### config.mk
export PLATFORM = sky130hd
export DESIGN_NAME = multicycle_ctrl_flat
export DESIGN_NICKNAME = d
export VERILOG_FILES = /design/src/rtl/multicycle_ctrl_if.sv /design/src/rtl/multicycle_ctrl.sv /design/src/flat_wrapper.sv
export SDC_FILE = /design/constraint.sdc
export NUM_CORES = 1
export LEC_CHECK = 0
export CORE_ASPECT_RATIO = 0.8
export CORE_MARGIN = 2
export CORE_UTILIZATION = 30
export DETAILED_ROUTE_END_ITERATION = 6
export PLACE_DENSITY = 0.59
export SETUP_SLACK_MARGIN = 0.1
export SYNTH_ARGS = -nofsm -noshare
export SYNTH_HDL_FRONTEND = slang
export SYNTH_SLANG_ARGS = --single-unit
export TNS_END_PERCENT = 30
### constraint.sdc
create_clock -name clk -period 1.3 [get_ports clk]
set_input_delay 0.26 -clock clk [delete_from_list [all_inputs] [get_ports clk]]
set_output_delay 0.26 -clock clk [all_outputs]
set_load 0.01 [all_outputs]
### src/rtl/multicycle_ctrl_if.sv
// Control/memory bus of the multi-cycle CPU controller.
// Groups the instruction/status inputs, the memory handshake and every
// datapath enable/mux select driven by the controller.
//   master : the controller (multicycle_ctrl)
//   slave  : the datapath / memory side that consumes the controls
interface multicycle_ctrl_if;
    logic [15:0] instr;        // IR: [15:13] opcode, [12:10] rs, [9:7] rt, [6:4] rd, [3:0] func
    logic        alu_zero;     // ALU zero flag, meaningful in EXEC
    logic        mem_ack;      // one-cycle memory completion pulse
    logic        mem_req;      // memory request, held until ack or timeout
    logic        mem_we;       // 1 = store
    logic        mem_addr_sel; // 0 = PC, 1 = ALU result
    logic        ir_we;        // load IR from memory read data
    logic        mdr_we;       // load memory data register
    logic        pc_we;        // PC write enable
    logic [1:0]  pc_src;       // 00 = PC+1, 01 = branch target, 10 = jump target
    logic [2:0]  alu_code;     // ALU operation
    logic        alu_src_b;    // 0 = rt, 1 = sign-extended immediate
    logic        reg_we;       // register file write enable
    logic        reg_dst;      // 0 = rt, 1 = rd
    logic        wb_sel;       // 0 = ALU output register, 1 = MDR
    logic        illegal;      // pulse on undefined R-type func
    logic        mem_err;      // pulse on memory timeout
    logic [2:0]  state;        // current state, debug only

    modport master (
        input  instr, alu_zero, mem_ack,
        output mem_req, mem_we, mem_addr_sel, ir_we, mdr_we, pc_we, pc_src,
               alu_code, alu_src_b, reg_we, reg_dst, wb_sel, illegal, mem_err, state
    );

    modport slave (
        output instr, alu_zero, mem_ack,
        input  mem_req, mem_we, mem_addr_sel, ir_we, mdr_we, pc_we, pc_src,
               alu_code, alu_src_b, reg_we, reg_dst, wb_sel, illegal, mem_err, state
    );
endinterface

### src/rtl/multicycle_ctrl.sv
// Multi-cycle control FSM for the 16-bit CPU.
// Sequences FETCH -> DECODE -> EXEC -> (MEM) -> (WB), decodes opcode/func
// into the ALU code, and runs the memory handshake with a timeout watchdog.
// Ports:
//   clk  : system clock, rising edge
//   rst  : synchronous reset, active-high; forces every output to 0
//   bus  : multicycle_ctrl_if.master (instr/status in, datapath controls out)
// The state register and the timeout counter are the only flops; all
// outputs are decoded combinationally (Moore-style with ack/zero qualifiers).
module multicycle_ctrl #(
    parameter int ACK_TIMEOUT = 15,
    parameter int CW          = 8
) (
    input logic             clk,
    input logic             rst,
    multicycle_ctrl_if.master bus
);
    typedef enum logic [2:0] {
        FETCH  = 3'd0,
        DECODE = 3'd1,
        EXEC   = 3'd2,
        MEM    = 3'd3,
        WB     = 3'd4
    } state_t;

    localparam logic [2:0] OP_R   = 3'b000;
    localparam logic [2:0] OP_LW  = 3'b100;
    localparam logic [2:0] OP_SW  = 3'b101;
    localparam logic [2:0] OP_BEQ = 3'b110;
    localparam logic [2:0] OP_JMP = 3'b111;

    state_t          state_q, state_next;
    logic [CW-1:0]   cnt_q, cnt_next;
    logic [2:0]      opcode;
    logic [3:0]      func;
    logic            waiting;
    logic            timeout;

    logic            mem_req, mem_we, mem_addr_sel, ir_we, mdr_we, pc_we;
    logic [1:0]      pc_src;
    logic [2:0]      alu_code;
    logic            alu_src_b, reg_we, reg_dst, wb_sel, illegal, mem_err;

    // Undefined R-type func codes: 0010 and 1000..1111.
    function automatic logic func_illegal(input logic [3:0] f);
        return (f == 4'b0010) || f[3];
    endfunction

    // ALU code for the current instruction; R-type func maps straight
    // through for the legal codes, jmp has no ALU use and drives 000.
    function automatic logic [2:0] alu_decode(input logic [2:0] op, input logic [3:0] f);
        case (op)
            OP_R:    return func_illegal(f) ? 3'b000 : f[2:0];
            3'b001:  return 3'b000;
            3'b010:  return 3'b001;
            3'b011:  return 3'b011;
            OP_BEQ:  return 3'b001;
            default: return 3'b000;
        endcase
    endfunction

    assign opcode  = bus.instr[15:13];
    assign func    = bus.instr[3:0];
    assign waiting = ((state_q == FETCH) || (state_q == MEM)) && !bus.mem_ack;
    // Fires on the ACK_TIMEOUT-th waiting cycle; an ack in that cycle wins.
    assign timeout = waiting && (cnt_q == CW'(ACK_TIMEOUT - 1));

    always_ff @(posedge clk) begin
        if (rst) begin
            state_q <= FETCH;
            cnt_q   <= '0;
        end else begin
            state_q <= state_next;
            cnt_q   <= cnt_next;
        end
    end

    always_comb begin
        state_next   = state_q;
        mem_req      = 1'b0;
        mem_we       = 1'b0;
        mem_addr_sel = 1'b0;
        ir_we        = 1'b0;
        mdr_we       = 1'b0;
        pc_we        = 1'b0;
        pc_src       = 2'b00;
        alu_code     = 3'b000;
        alu_src_b    = 1'b0;
        reg_we       = 1'b0;
        reg_dst      = 1'b0;
        wb_sel       = 1'b0;
        illegal      = 1'b0;
        mem_err      = 1'b0;

        case (state_q)
            FETCH: begin
                mem_req = 1'b1;
                if (bus.mem_ack) begin
                    ir_we      = 1'b1;
                    pc_we      = 1'b1;
                    state_next = DECODE;
                end else if (timeout) begin
                    mem_err = 1'b1;  // retry: stay in FETCH, counter clears
                end
            end
            DECODE: begin
                if (opcode == OP_JMP) begin
                    pc_we      = 1'b1;
                    pc_src     = 2'b10;
                    state_next = FETCH;
                end else if (opcode == OP_R && func_illegal(func)) begin
                    illegal    = 1'b1;
                    state_next = FETCH;
                end else begin
                    state_next = EXEC;
                end
            end
            EXEC: begin
                alu_code  = alu_decode(opcode, func);
                alu_src_b = (opcode >= 3'b001) && (opcode <= 3'b101);
                if (opcode == OP_BEQ) begin
                    if (bus.alu_zero) begin
                        pc_we  = 1'b1;
                        pc_src = 2'b01;
                    end
                    state_next = FETCH;
                end else if (opcode == OP_LW || opcode == OP_SW) begin
                    state_next = MEM;
                end else begin
                    state_next = WB;
                end
            end
            MEM: begin
                mem_req      = 1'b1;
                mem_addr_sel = 1'b1;
                mem_we       = (opcode == OP_SW);
                if (bus.mem_ack) begin
                    mdr_we     = (opcode == OP_LW);
                    state_next = (opcode == OP_LW) ? WB : FETCH;
                end else if (timeout) begin
                    mem_err    = 1'b1;  // abort the instruction, no write-back
                    state_next = FETCH;
                end
            end
            WB: begin
                reg_we     = 1'b1;
                reg_dst    = (opcode == OP_R);
                wb_sel     = (opcode == OP_LW);
                alu_code   = alu_decode(opcode, func);
                state_next = FETCH;
            end
            default: state_next = FETCH;
        endcase

        // Reset masks everything, dropping an outstanding request at once.
        if (rst) begin
            state_next   = FETCH;
            mem_req      = 1'b0;
            mem_we       = 1'b0;
            mem_addr_sel = 1'b0;
            ir_we        = 1'b0;
            mdr_we       = 1'b0;
            pc_we        = 1'b0;
            pc_src       = 2'b00;
            alu_code     = 3'b000;
            alu_src_b    = 1'b0;
            reg_we       = 1'b0;
            reg_dst      = 1'b0;
            wb_sel       = 1'b0;
            illegal      = 1'b0;
            mem_err      = 1'b0;
        end
    end

    // Counter restarts on every state change and after each timeout.
    always_comb begin
        cnt_next = '0;
        if (!rst && !timeout && state_next == state_q && waiting)
            cnt_next = cnt_q + CW'(1);
    end

    assign bus.mem_req      = mem_req;
    assign bus.mem_we       = mem_we;
    assign bus.mem_addr_sel = mem_addr_sel;
    assign bus.ir_we        = ir_we;
    assign bus.mdr_we       = mdr_we;
    assign bus.pc_we        = pc_we;
    assign bus.pc_src       = pc_src;
    assign bus.alu_code     = alu_code;
    assign bus.alu_src_b    = alu_src_b;
    assign bus.reg_we       = reg_we;
    assign bus.reg_dst      = reg_dst;
    assign bus.wb_sel       = wb_sel;
    assign bus.illegal      = illegal;
    assign bus.mem_err      = mem_err;
    assign bus.state        = rst ? 3'd0 : state_q;
endmodule
### src/flat_wrapper.sv
// flat-port wrapper written by rule: the top's interface ports become plain ports
module multicycle_ctrl_flat 
#(
    parameter int ACK_TIMEOUT = 15,
    parameter int CW          = 8
)
  (clk, rst, bus_instr, bus_alu_zero, bus_mem_ack, bus_mem_req, bus_mem_we, bus_mem_addr_sel, bus_ir_we, bus_mdr_we, bus_pc_we, bus_pc_src, bus_alu_code, bus_alu_src_b, bus_reg_we, bus_reg_dst, bus_wb_sel, bus_illegal, bus_mem_err, bus_state);
  multicycle_ctrl_if bus_i ();
  input logic clk;
  input logic rst;
  input wire logic [$bits(bus_i.instr)-1:0] bus_instr;
  input wire logic [$bits(bus_i.alu_zero)-1:0] bus_alu_zero;
  input wire logic [$bits(bus_i.mem_ack)-1:0] bus_mem_ack;
  output wire logic [$bits(bus_i.mem_req)-1:0] bus_mem_req;
  output wire logic [$bits(bus_i.mem_we)-1:0] bus_mem_we;
  output wire logic [$bits(bus_i.mem_addr_sel)-1:0] bus_mem_addr_sel;
  output wire logic [$bits(bus_i.ir_we)-1:0] bus_ir_we;
  output wire logic [$bits(bus_i.mdr_we)-1:0] bus_mdr_we;
  output wire logic [$bits(bus_i.pc_we)-1:0] bus_pc_we;
  output wire logic [$bits(bus_i.pc_src)-1:0] bus_pc_src;
  output wire logic [$bits(bus_i.alu_code)-1:0] bus_alu_code;
  output wire logic [$bits(bus_i.alu_src_b)-1:0] bus_alu_src_b;
  output wire logic [$bits(bus_i.reg_we)-1:0] bus_reg_we;
  output wire logic [$bits(bus_i.reg_dst)-1:0] bus_reg_dst;
  output wire logic [$bits(bus_i.wb_sel)-1:0] bus_wb_sel;
  output wire logic [$bits(bus_i.illegal)-1:0] bus_illegal;
  output wire logic [$bits(bus_i.mem_err)-1:0] bus_mem_err;
  output wire logic [$bits(bus_i.state)-1:0] bus_state;
  assign bus_i.instr = bus_instr;
  assign bus_i.alu_zero = bus_alu_zero;
  assign bus_i.mem_ack = bus_mem_ack;
  assign bus_mem_req = bus_i.mem_req;
  assign bus_mem_we = bus_i.mem_we;
  assign bus_mem_addr_sel = bus_i.mem_addr_sel;
  assign bus_ir_we = bus_i.ir_we;
  assign bus_mdr_we = bus_i.mdr_we;
  assign bus_pc_we = bus_i.pc_we;
  assign bus_pc_src = bus_i.pc_src;
  assign bus_alu_code = bus_i.alu_code;
  assign bus_alu_src_b = bus_i.alu_src_b;
  assign bus_reg_we = bus_i.reg_we;
  assign bus_reg_dst = bus_i.reg_dst;
  assign bus_wb_sel = bus_i.wb_sel;
  assign bus_illegal = bus_i.illegal;
  assign bus_mem_err = bus_i.mem_err;
  assign bus_state = bus_i.state;
  multicycle_ctrl #(.ACK_TIMEOUT(ACK_TIMEOUT), .CW(CW)) u_core (.clk(clk), .rst(rst), .bus(bus_i));
endmodule
# Word level (Yosys, flattened, before mapping)
# Index checks and enable logic that the tools add are counted.
[word_totals]
elab_cells = 91
input_bits = 20
ff_bits = 11
out_inout_bits = 20
[classes]
n_mux = 53
magnitude_cmp = 2
n_bitwise = 1
n_eq_ne = 13
n_reduce_logical = 19
add_sub_neg = 1
[op_table]
columns = ["cell", "n"]
rows = [
  ["$mux W3", 12],
  ["$mux W1", 33],
  ["$eq A3 B3 Y1 const B", 5],
  ["$eq A3 B2 Y1 const B", 4],
  ["$pmux W3 S4", 1],
  ["$pmux W3 S3", 1],
  ["$add A8 B1 Y8 const B", 1],
  ["$eq A8 B4 Y1 const B", 1],
  ["$mux W2", 4],
  ["$reduce_or A2 Y1", 4],
  ["$logic_and A1 B1 Y1", 7],
  ["$logic_not A3 Y1", 2],
  ["$eq A4 B2 Y1 const B", 1],
  ["$pmux W2 S2", 1],
  ["$eq A3 B1 Y1 const B", 1],
  ["$eq A3 B3 Y1", 1],
  ["$ge A3 B1 Y1 const B", 1],
  ["$le A3 B3 Y1 const B", 1],
  ["$logic_not A1 Y1", 3],
  ["$logic_or A1 B1 Y1", 3],
  ["$pmux W1 S3", 1],
  ["$not A1 Y1", 1],
]

# Longest topological paths before layout
# Gate-level depths: netlist of run 1.
[logic_depth]
word_depth = 13
depth_mapped = 5
mapped_depth_nobuf = 5

# Worst setup path before layout of run 1
# Ideal clock, no wire load.
[synth_path]
kind = "register to output"
start = "register u_core.state_q[0]"
end = "output port bus_wb_sel"
path_buffers = 1
t_arrival_ps = 1081
path_slack_ps = -41
path_stages_with_launch = 5
required_time_ps = 1040
cell_sequence = "dfxtp_1 -> buf_2 -> nor3_1 -> nand2_1 -> nor3_1"
[synth_via]
elab_chain_len = 3
[synth_lines]
columns = ["item", "line", "text"]
rows = [
  ["start, declared", "multicycle_ctrl.sv:32", "state_t state_q, state_next;"],
  ["start signal, assigned", "multicycle_ctrl.sv:73", "state_q <= state_next;"],
  ["$eq A3 B3 Y1", "--", ""],
  ["$mux W1", "multicycle_ctrl.sv:95", "case (state_q)"],
  ["$mux W1", "multicycle_ctrl.sv:156", "if (rst) begin"],
  ["end, declared", "flat_wrapper.sv:25", "output wire logic [$bits(bus_i.wb_sel)-1:0] bus_wb_sel;"],
]
# Every way passes these cells.

# Worst setup path in the final report of run 1
[layout_path]
start = "register u_core.state_q[1]"
end = "output port bus_alu_code[2]"
[layout_via]
elab_chain_len = 4
word_cells_on_any_way = 5
cone_classes = "eq/ne: 2; mux: 2; reduce/logical: 1"
[layout_lines]
columns = ["item", "line", "text"]
rows = [
  ["$eq A3 B2 Y1 or $eq A3 B3 Y1 (tied branches)", "--", ""],
  ["$reduce_or A2 Y1 (no source line) (*)", "--", ""],
  ["$mux W3 (*)", "--", ""],
  ["$mux W3 (*)", "multicycle_ctrl.sv:156", ""],
  ["end, declared", "flat_wrapper.sv:21", "output wire logic [$bits(bus_i.alu_code)-1:0] bus_alu_code;"],
]
# Every way passes the cells marked *; elsewhere a longest branch is shown, timed or not.

==> results of run 1 <==
## flip-flops by register name, indices dropped and copies added (netlist names)
register,flops
u_core.state_q,3
u_core.cnt_q,8
## per-stage QoR
stage / utilization, % / TNS, ns
5_1_grt: 58.0 / -6.02
4_1_cts: 56.7 / -6.04
6_report: 58.0 / -4.27
2_1_floorplan: - / -0.0323
3_5_place_dp: 52.9 / -18.32
3_3_place_gp: 52.9 / -17.92
## area by class of cell
class                           instances  area [um^2]
Fill cell                             250         1140
Multi-Input combinational cell         85          676
Timing Repair Buffer                   73          577
Sequential cell                        11          231
Tap cell                               38         47.5
Clock buffer                            3         22.5
Inverter                                5         18.8
Clock inverter                          1         5.00
## report_power, final
part	total, W	internal (W)	switching, W
sequential	0.000353	0.000343	0.0000103
combinational	0.000322	0.000175	0.000148
clock	0.000241	0.000114	0.000127
total	0.000916	0.000632	0.000285
## layer usage
layer / vias up / wire, um / share of wire (%) / GRT usage (%)
met5: - / 0 / 0 / 0
met4: 0 / 0 / 0 / 2.17
met2: 25 / 1310 / 48 / 28.6
li1: 517 / - / - / -
met3: 0 / 99 / 3.6 / 3.68
met1: 485 / 1330 / 49 / 24.6
## cell families (layout without fill, tap and decap cells)
logic type	after synthesis	in the layout	synth area share (%)
fa+ha+maj	2	2	2.96
simple gates	61	61	43.8
compound gates	15	15	13.2
buf+inv	10	82	5.92
flops	11	11	26.0
xor+xnor	7	7	8.14
## worst max-delay path, cell delays in order, from the launching register on
cell and delay [ns]:
dfxtp_4 0.37, and2b_1 0.20, o21ai_4 0.19, and4b_1 0.22
buf_2 0.14
## placed cells by master, fill, tap and decap left out, types with 4 or more instances in the layout
cell	instances
buf_6	12
buf_4	36
inv_1	5
xor2_1	5
nand2_1	4
dlygate4sd2_1	5
nor2_2	5
nand4_1	5
nor2_1	14
buf_2	14
dfxtp_1	8
## what timing repair did
action / 4_1_cts / 5_1_grt
hold buffers: 0 / 0
resized for setup: 97 / 32
setup endpoints to repair: 30 / 31
pin swaps: 18 / 7
buffers inserted: 9 / 2
hold endpoints to repair: 0 / 0
## worst max path at each step
stage,from,endpoint,slack [ns],cells past startpoint
floorplan,u_core.state_q[1],bus_mem_err,-0.02,5
global route,u_core.state_q[1],bus_mem_err,-0.42,6
detailed placement,bus_instr[13],bus_illegal,-0.93,6
global placement,bus_instr[15],bus_pc_we,-0.92,5
finish,u_core.state_q[1],bus_alu_code[2],-0.36,4
CTS,u_core.state_q[1],bus_mem_err,-0.41,6
==> flow_summary.json, run 1 <==
{
  "status": "finished, violations left",
  "violations": "negative setup slack",
  "first_pass_iters": 4,
  "crit_type": "reg2out",
  "first_global_vias": 978,
  "holdPathEnd": "u_core.state_q[2]",
  "die_w_um": 63.4,
  "fin_skew_ns": 0.00616,
  "grt_pass1_wl_um": 4500,
  "yosys-top-cells-count": "19 x nor2_1, 11 x dfxtp_1, 7 x nand2_1",
  "p_per_area_nw_per_um2": 581,
  "cts_sinks": 11,
  "synth_enable_flop_cells": 0,
  "placed_area_um2": 1440,
  "finalSetupViolCount": 20,
  "io_pins": 40,
  "hold_violations": 0,
  "slew_headroom_pct": 79.4,
  "synth_area_per_cell_um2": 7.98,
  "die_y_um": 51.5,
  "num_rows": 17,
  "synth_ff_type": "dfxtp_1",
  "ant_nets": 0,
  "clk_latency_ns": 0.28,
  "antenna_found_initial": 0,
  "port_buffers": 30,
  "hp-start": "bus_mem_ack",
  "htreeDepth": 1,
  "drt-wirelength-per-cell_um": 12.7,
  "cts_buffers": 3,
  "drc_errors": 0,
  "via_per_inst": 4.75,
  "drt_first_iter_violations": 19,
  "slew_viol_final": 0,
  "hold_class": "in2reg",
  "fmax_mhz": 601,
  "cp-end-kind": "output pin",
  "nNetsFinal": 201,
  "critical_path.max_fanout": 4,
  "diodes": 0,
  "cts_tree": "done",
  "dp_cells": 205,
  "worst_slew_pin_slew_ns": 0.309,
  "syn2layout_area_growth_pct": 86.5,
  "grt_overflow_total": 0,
  "syn_inst": 106,
  "grt_usage_pct": 17.5,
  "initial_utilization_pct": 31.1,
  "synth.top_cell.area_share_pct": 26.0,
  "finish.instance_area_um2": 1580,
  "drive_gt1_share_pct": 59.0,
  "fp.dieArea_um2": 3260,
  "core_area_um2": 2720,
  "crit_arrival_ns": 1.40,
  "yosysMostFrequentCell": "nor2_1",
  "clkTransAtPathRegs_ns": 0.08,
  "synth_area_leaders": "dfxtp_1 26%, nor2_1 8.4%, xor2_1 5.2%",
  "fin_crit_ns": 1.66,
  "synth_area_leader_cell": "dfxtp_1",
  "rsz0062_at_grt": "true",
  "synth_warnings": 0,
  "root_buffer": "clkbuf_4",
  "finalNonFillerCells": 216,
  "setup_ws_ns": -0.364,
  "whs_ns": 0.524,
  "syn_nets": 128,
  "place_ws_ns": -0.927,
  "rr_endpoint": "u_core.state_q[0]",
  "grt_max_degree": 8,
  "dp_hpwl_um": 2070,
  "start_kind": "flip-flop",
  "reg2reg_from": "u_core.state_q[1]",
  "ys_types": 43,
  "ys_ff_latch": 11,
  "worst_ep_required_time_ns": 1.04,
  "async_flop_share_pct": 0,
  "reg2reg_depth": 7,
  "cts_buffer_depth": 2,
  "irDropWorstVdd_mv": 0.435,
  "power_w": 0.000916,
  "leakagePower_nw": 0.718,
  "wl_um": 2740,
  "syn_area_um2": 846,
  "maxCapViolations": 0,
  "fin_crit_sh_pct": 128,
  "gp_congestion": 0.870,
  "seq_area_frac_synth_pct": 26.0,
  "worstHoldPathCells": 3,
  "r2r_setup_slack_ns": 0.01,
  "num_vias": 1027
}
No activity file was read; power rests on OpenSTA's default activity.
==> run 2, diff against run 1 <==
Settings changed: REMOVE_ABC_BUFFERS set to 1.
==> flow_summary.json, run 2 (synthesis results as in run 1) <==
{
  "hold_violations": 0,
  "first_pass_iters": 4,
  "crit_type": "reg2out",
  "dp_hpwl_um": 2040,
  "drt-met1-wl_um": 1440,
  "cts_tree": "done",
  "regMostFlops": "u_core.cnt_q",
  "reg2reg_from": "u_core.state_q[0]",
  "holdPathEnd": "u_core.state_q[1]",
  "fin_crit_sh_pct": 129,
  "finalNonFillerCells": 225,
  "drt_first_iter_violations": 36,
  "rsz0062_at_grt": "true",
  "grt_pass1_wl_um": 4430,
  "port_buffers": 30,
  "leakagePower_nw": 0.796,
  "fp.dieArea_um2": 3260,
  "syn2layout_area_growth_pct": 101,
  "clk_latency_ns": 0.27,
  "start_kind": "flip-flop",
  "wl_um": 2890,
  "detailroute.wirelength.met3_um": 90,
  "nNetsFinal": 210,
  "ant_nets": 0,
  "whs_ns": 0.530,
  "hold_class": "in2reg",
  "fin_crit_ns": 1.68,
  "drc_errors": 0,
  "grt_usage_pct": 17.4,
  "maxCapViolations": 0,
  "setup_ws_ns": -0.382,
  "met2WireLength_um": 1340,
  "io_pins": 40,
  "dp_cells": 209,
  "p_per_area_nw_per_um2": 562,
  "reg2reg_depth": 11,
  "violations": "negative setup slack",
  "drive_gt1_share_pct": 59.4,
  "slew_headroom_pct": 83.8,
  "rr_endpoint": "u_core.cnt_q[6]",
  "grt_max_degree": 10,
  "irDropWorstVdd_mv": 0.245,
  "gp_congestion": 0.831,
  "grt_overflow_total": 0,
  "final_cell_mix": "33 x buf_4, 23 x buf_6, 15 x nor2_1, 15 x buf_2, 8 x dfxtp_1",
  "critical_path.max_fanout": 4,
  "r2r_setup_slack_ns": -0.33,
  "place_ws_ns": -0.921,
  "htreeDepth": 1,
  "die_w_um": 63.4,
  "core_area_um2": 2720,
  "antenna_found_initial": 0,
  "initial_utilization_pct": 31.1,
  "cts_sinks": 11,
  "num_rows": 17,
  "reg.largest.list": "u_core.cnt_q: 8 flops, u_core.state_q: 3 flops",
  "clkTransAtPathRegs_ns": 0.07,
  "final_common_cell": "buf_4",
  "cts_buffer_depth": 2,
  "worstHoldPathCells": 5,
  "cts_hold_buffers": 0,
  "cp-end-kind": "output pin",
  "num_vias": 1067,
  "slew_viol_final": 0,
  "fmax_mhz": 595,
  "fin_skew_ns": 0.00806,
  "first_global_vias": 973,
  "status": "finished, violations left",
  "worst_ep_required_time_ns": 1.04,
  "power_w": 0.000954,
  "cts_buffers": 3,
  "crit_arrival_ns": 1.42,
  "highest_layer": "met4",
  "die_y_um": 51.5,
  "worst_slew_pin_slew_ns": 0.242,
  "via_per_inst": 4.74,
  "diodes": 0,
  "hp-start": "bus_instr[3]",
  "root_buffer": "clkbuf_4",
  "drt-wirelength-per-cell_um": 12.8,
  "finalSetupViolCount": 27,
  "largest_reg_flops": 8
}
-- run 2: changes by cell type in the layout (fill, tap and decap cells not counted), moves of 2 or more --
cell,change
nor2_2,-3
buf_4,-3
clkdlybuf4s50_1,-2
nor2_4,+2
dlymetal6s2s_1,+2
buf_6,+11
clkdlybuf4s15_2,+2
dlygate4sd2_1,-2
-- run 2: routing by layer --
metal | up-vias | global-route usage, %
met3 | 2 | 3.46
li1 | 535 | -
met4 | 0 | 3.99
met5 | - | 0
met2 | 18 | 27.5
met1 | 512 | 24.5
-- run 2: worst max path at each step --
stage	slack [ns]	endpoint	cells past startpoint	from
finish	-0.38	bus_alu_code[2]	5	u_core.state_q[0]
global route	-0.44	bus_alu_code[2]	5	u_core.state_q[0]
CTS	-0.37	bus_mem_err	6	u_core.state_q[0]
detailed placement	-0.92	bus_mdr_we	5	rst
global placement	-0.92	bus_wb_sel	5	rst
floorplan	-0.21	bus_mdr_we	3	u_core.state_q[0]
-- run 2: worst max-delay path, stage by stage, from the launching register on --
cell and delay (ns):
dfxtp_4 0.36, buf_6 0.13, nor2_4 0.18, o21ai_4 0.10, and4b_1 0.25, buf_2 0.13
-- run 2: through the flow --
step | cell area (um^2) | utilization [%] | setup TNS [ns]
global placement | 1460 | 53.7 | -19.14
floorplan | 815 | - | -0.698
global route | 1700 | 62.4 | -7.49
CTS | 1620 | 59.4 | -4.76
detailed placement | 1460 | 53.7 | -19.87
finish | 1700 | 62.4 | -5.54
-- run 2: cell type report --
| type | instances | area (um^2) |
|---|---|---|
| Timing Repair Buffer | 82 | 693 |
| Tap cell | 38 | 47.5 |
| Multi-Input combinational cell | 85 | 679 |
| Clock buffer | 4 | 26.3 |
| Fill cell | 250 | 1020 |
| Inverter | 5 | 21.3 |
| Sequential cell | 11 | 231 |
-- run 2: timing repair --
| item | in CTS | in global routing |
|---|---|---|
| cloned | 0 | 0 |
| buffers inserted | 8 | 4 |
| pin swaps | 21 | 4 |
| setup endpoints to repair | 31 | 30 |
| resized for setup | 130 | 21 |
-- run 2: power by group --
| group | leakage (nW) | internal (W) | switching, W |
|---|---|---|---|
| sequential | 0.0913 | 0.000343 | 0.0000105 |
| combinational | 0.690 | 0.000211 | 0.000163 |
| clock | 0.0150 | 0.000119 | 0.000109 |
| total | 0.796 | 0.000672 | 0.000282 |
==> run 3, diff against run 2 <==
Settings changed: DONT_BUFFER_PORTS set to 1, PLACE_DENSITY 0.59 to 0.41, SETUP_SLACK_MARGIN 0.1 to 0.05, SLEW_MARGIN set to 20.
==> flow_summary.json, run 3 (synthesis results as in run 1) <==
{
  "status": "finished, violations left",
  "violations": "negative setup slack",
  "postLayoutCoreUtil_pct": 46.3,
  "p_sw_share_pct": 28.1,
  "hold_class": "in2reg",
  "path_delay_family": "simple AND/OR/NAND/NOR gates",
  "cts_buffers": 3,
  "wl_um": 2310,
  "n_fill_cell": 299,
  "final_cell_mix": "23 x buf_4, 13 x nor2_1, 8 x dfxtp_1, 6 x buf_6",
  "crit_end": "bus_alu_code[2]",
  "htreeDepth": 1,
  "die_w_um": 63.4,
  "cp_slowest_cell": "dfxtp_4",
  "cp-end-kind": "output pin",
  "irDropWorstVdd_mv": 0.436,
  "root_buffer": "clkbuf_4",
  "first_global_vias": 798,
  "maxCapViolations": 0,
  "first_pass_iters": 4,
  "finalNonFillerCells": 172,
  "grt_pass1_wl_um": 3740,
  "r2r_setup_slack_ns": 0.04,
  "crit_arrival_ns": 1.29,
  "cts_tree": "done",
  "rr_endpoint": "u_core.cnt_q[3]",
  "fmax_mhz": 643,
  "hold_violations": 0,
  "placed_area_um2": 1040,
  "finalSetupViolCount": 18,
  "die_y_um": 51.5,
  "p_per_area_nw_per_um2": 630,
  "fin_crit_sh_pct": 120,
  "drive_gt1_share_pct": 52.2,
  "gp_congestion": 0.786,
  "worst_slew_pin_slew_ns": 0.555,
  "clkTransAtPathRegs_ns": 0.07,
  "antenna_found_initial": 0,
  "power.share.clock_pct": 28.3,
  "slew_viol_final": 0,
  "worst_path_largest_cell_delay_ns": 0.37,
  "multiInputGateArea_um2": 697,
  "dp_hpwl_um": 1700,
  "rsz0062_at_grt": "true",
  "reg.largest.list": "u_core.cnt_q: 8 flops, u_core.state_q: 3 flops",
  "fp.dieArea_um2": 3260,
  "via_per_inst": 4.88,
  "hp-start": "bus_mem_ack",
  "dp_cells": 163,
  "fin_skew_ns": 0.00132,
  "setup_ws_ns": -0.254,
  "largest_reg_flops": 8,
  "diodes": 0,
  "crit_buf_inv": 0,
  "final_common_cell": "buf_4",
  "num_vias": 840,
  "p_seq_share_pct": 45.0,
  "worst_ep_required_time_ns": 1.04,
  "grt_max_degree": 12,
  "initial_utilization_pct": 31.1,
  "start_kind": "flip-flop",
  "core_area_um2": 2720,
  "drt_first_iter_violations": 33,
  "port_buffers": 0,
  "ant_nets": 0,
  "crit_chain": "and2b_1 > o21ai_4 > and4b_1",
  "nNetsFinal": 157,
  "critical_path.max_fanout": 5,
  "regMostFlops": "u_core.cnt_q",
  "drc_errors": 0,
  "cts_buffer_depth": 2,
  "drt-wirelength-per-cell_um": 13.4,
  "finish.instance_area_um2": 1260,
  "cts_sinks": 11,
  "reg2reg_depth": 6,
  "syn2layout_area_growth_pct": 49.1,
  "grt_usage_pct": 14.8,
  "num_rows": 17,
  "reg2reg_from": "u_core.state_q[1]",
  "regArea_um2": 229,
  "pwr-share-comb_pct": 26.7,
  "switchingPower_w": 0.000224,
  "path_depth": 3,
  "whs_ns": 0.185,
  "slew_headroom_pct": 62.6,
  "clk_latency_ns": 0.26,
  "fin_crit_ns": 1.55,
  "grt_overflow_total": 0,
  "power.internal_w": 0.000571,
  "critPathLaunch": "u_core.state_q[1]",
  "io_pins": 40,
  "leakagePower_nw": 0.537,
  "crit_type": "reg2out"
}
run 3: timing repair:
item,4_1_cts,5_1_grt
setup buffers,3,2
resized for setup,27,16
hold buffers,0,0
pin swaps,7,11
setup endpoints to repair,23,28
endpoints found under the hold margin,0,0
run 3: power groups by stage:
stage	clock network, W	registers, W	logic, W
global placement	0	0.000364	0.000161
finish	0.000225	0.000357	0.000212
floorplan	0	0.000369	0.0000957
detailed placement	0	0.000365	0.000162
CTS	0.000239	0.000356	0.000186
global route	0.000263	0.000359	0.000230
run 3: worst min-delay path by stage:
stage,to,slack (ns),depth (start not counted)
2_1_floorplan,u_core.state_q[2],0.44,2
3_3_place_gp,u_core.state_q[2],0.46,2
3_5_place_dp,u_core.state_q[2],0.46,2
4_1_cts,u_core.state_q[2],0.18,2
5_1_grt,u_core.state_q[2],0.19,2
6_report,u_core.state_q[2],0.18,2
run 3: routing by layer:
metal	global-route usage [%]	share of wire, %	up-vias
met3	5.63	5.6	4
li1	-	-	423
met1	21.2	51	389
met5	0	0	-
met2	20.9	42	24
met4	3.26	1.0	0
run 3: area by class of cell:
| class | count | share of cell area, % |
|---|---|---|
| inverters | 5 | 1.69 |
| well taps | 38 | 3.77 |
| clock buffers | 4 | 2.08 |
| repair buffers | 29 | 19.0 |
| multi-input cells | 85 | 55.3 |
| flip-flops and latches | 11 | 18.2 |
run 3: per-stage QoR:
step	power (W)	TNS [ns]	worst slack, ns
5_1_grt	0.000852	-4.32	-0.349
4_1_cts	0.000781	-2.97	-0.262
2_1_floorplan	0.000464	-0.698	-0.209
6_report	0.000795	-3.10	-0.254
3_3_place_gp	0.000526	-0.359	-0.0841
3_5_place_dp	0.000527	-0.374	-0.0781
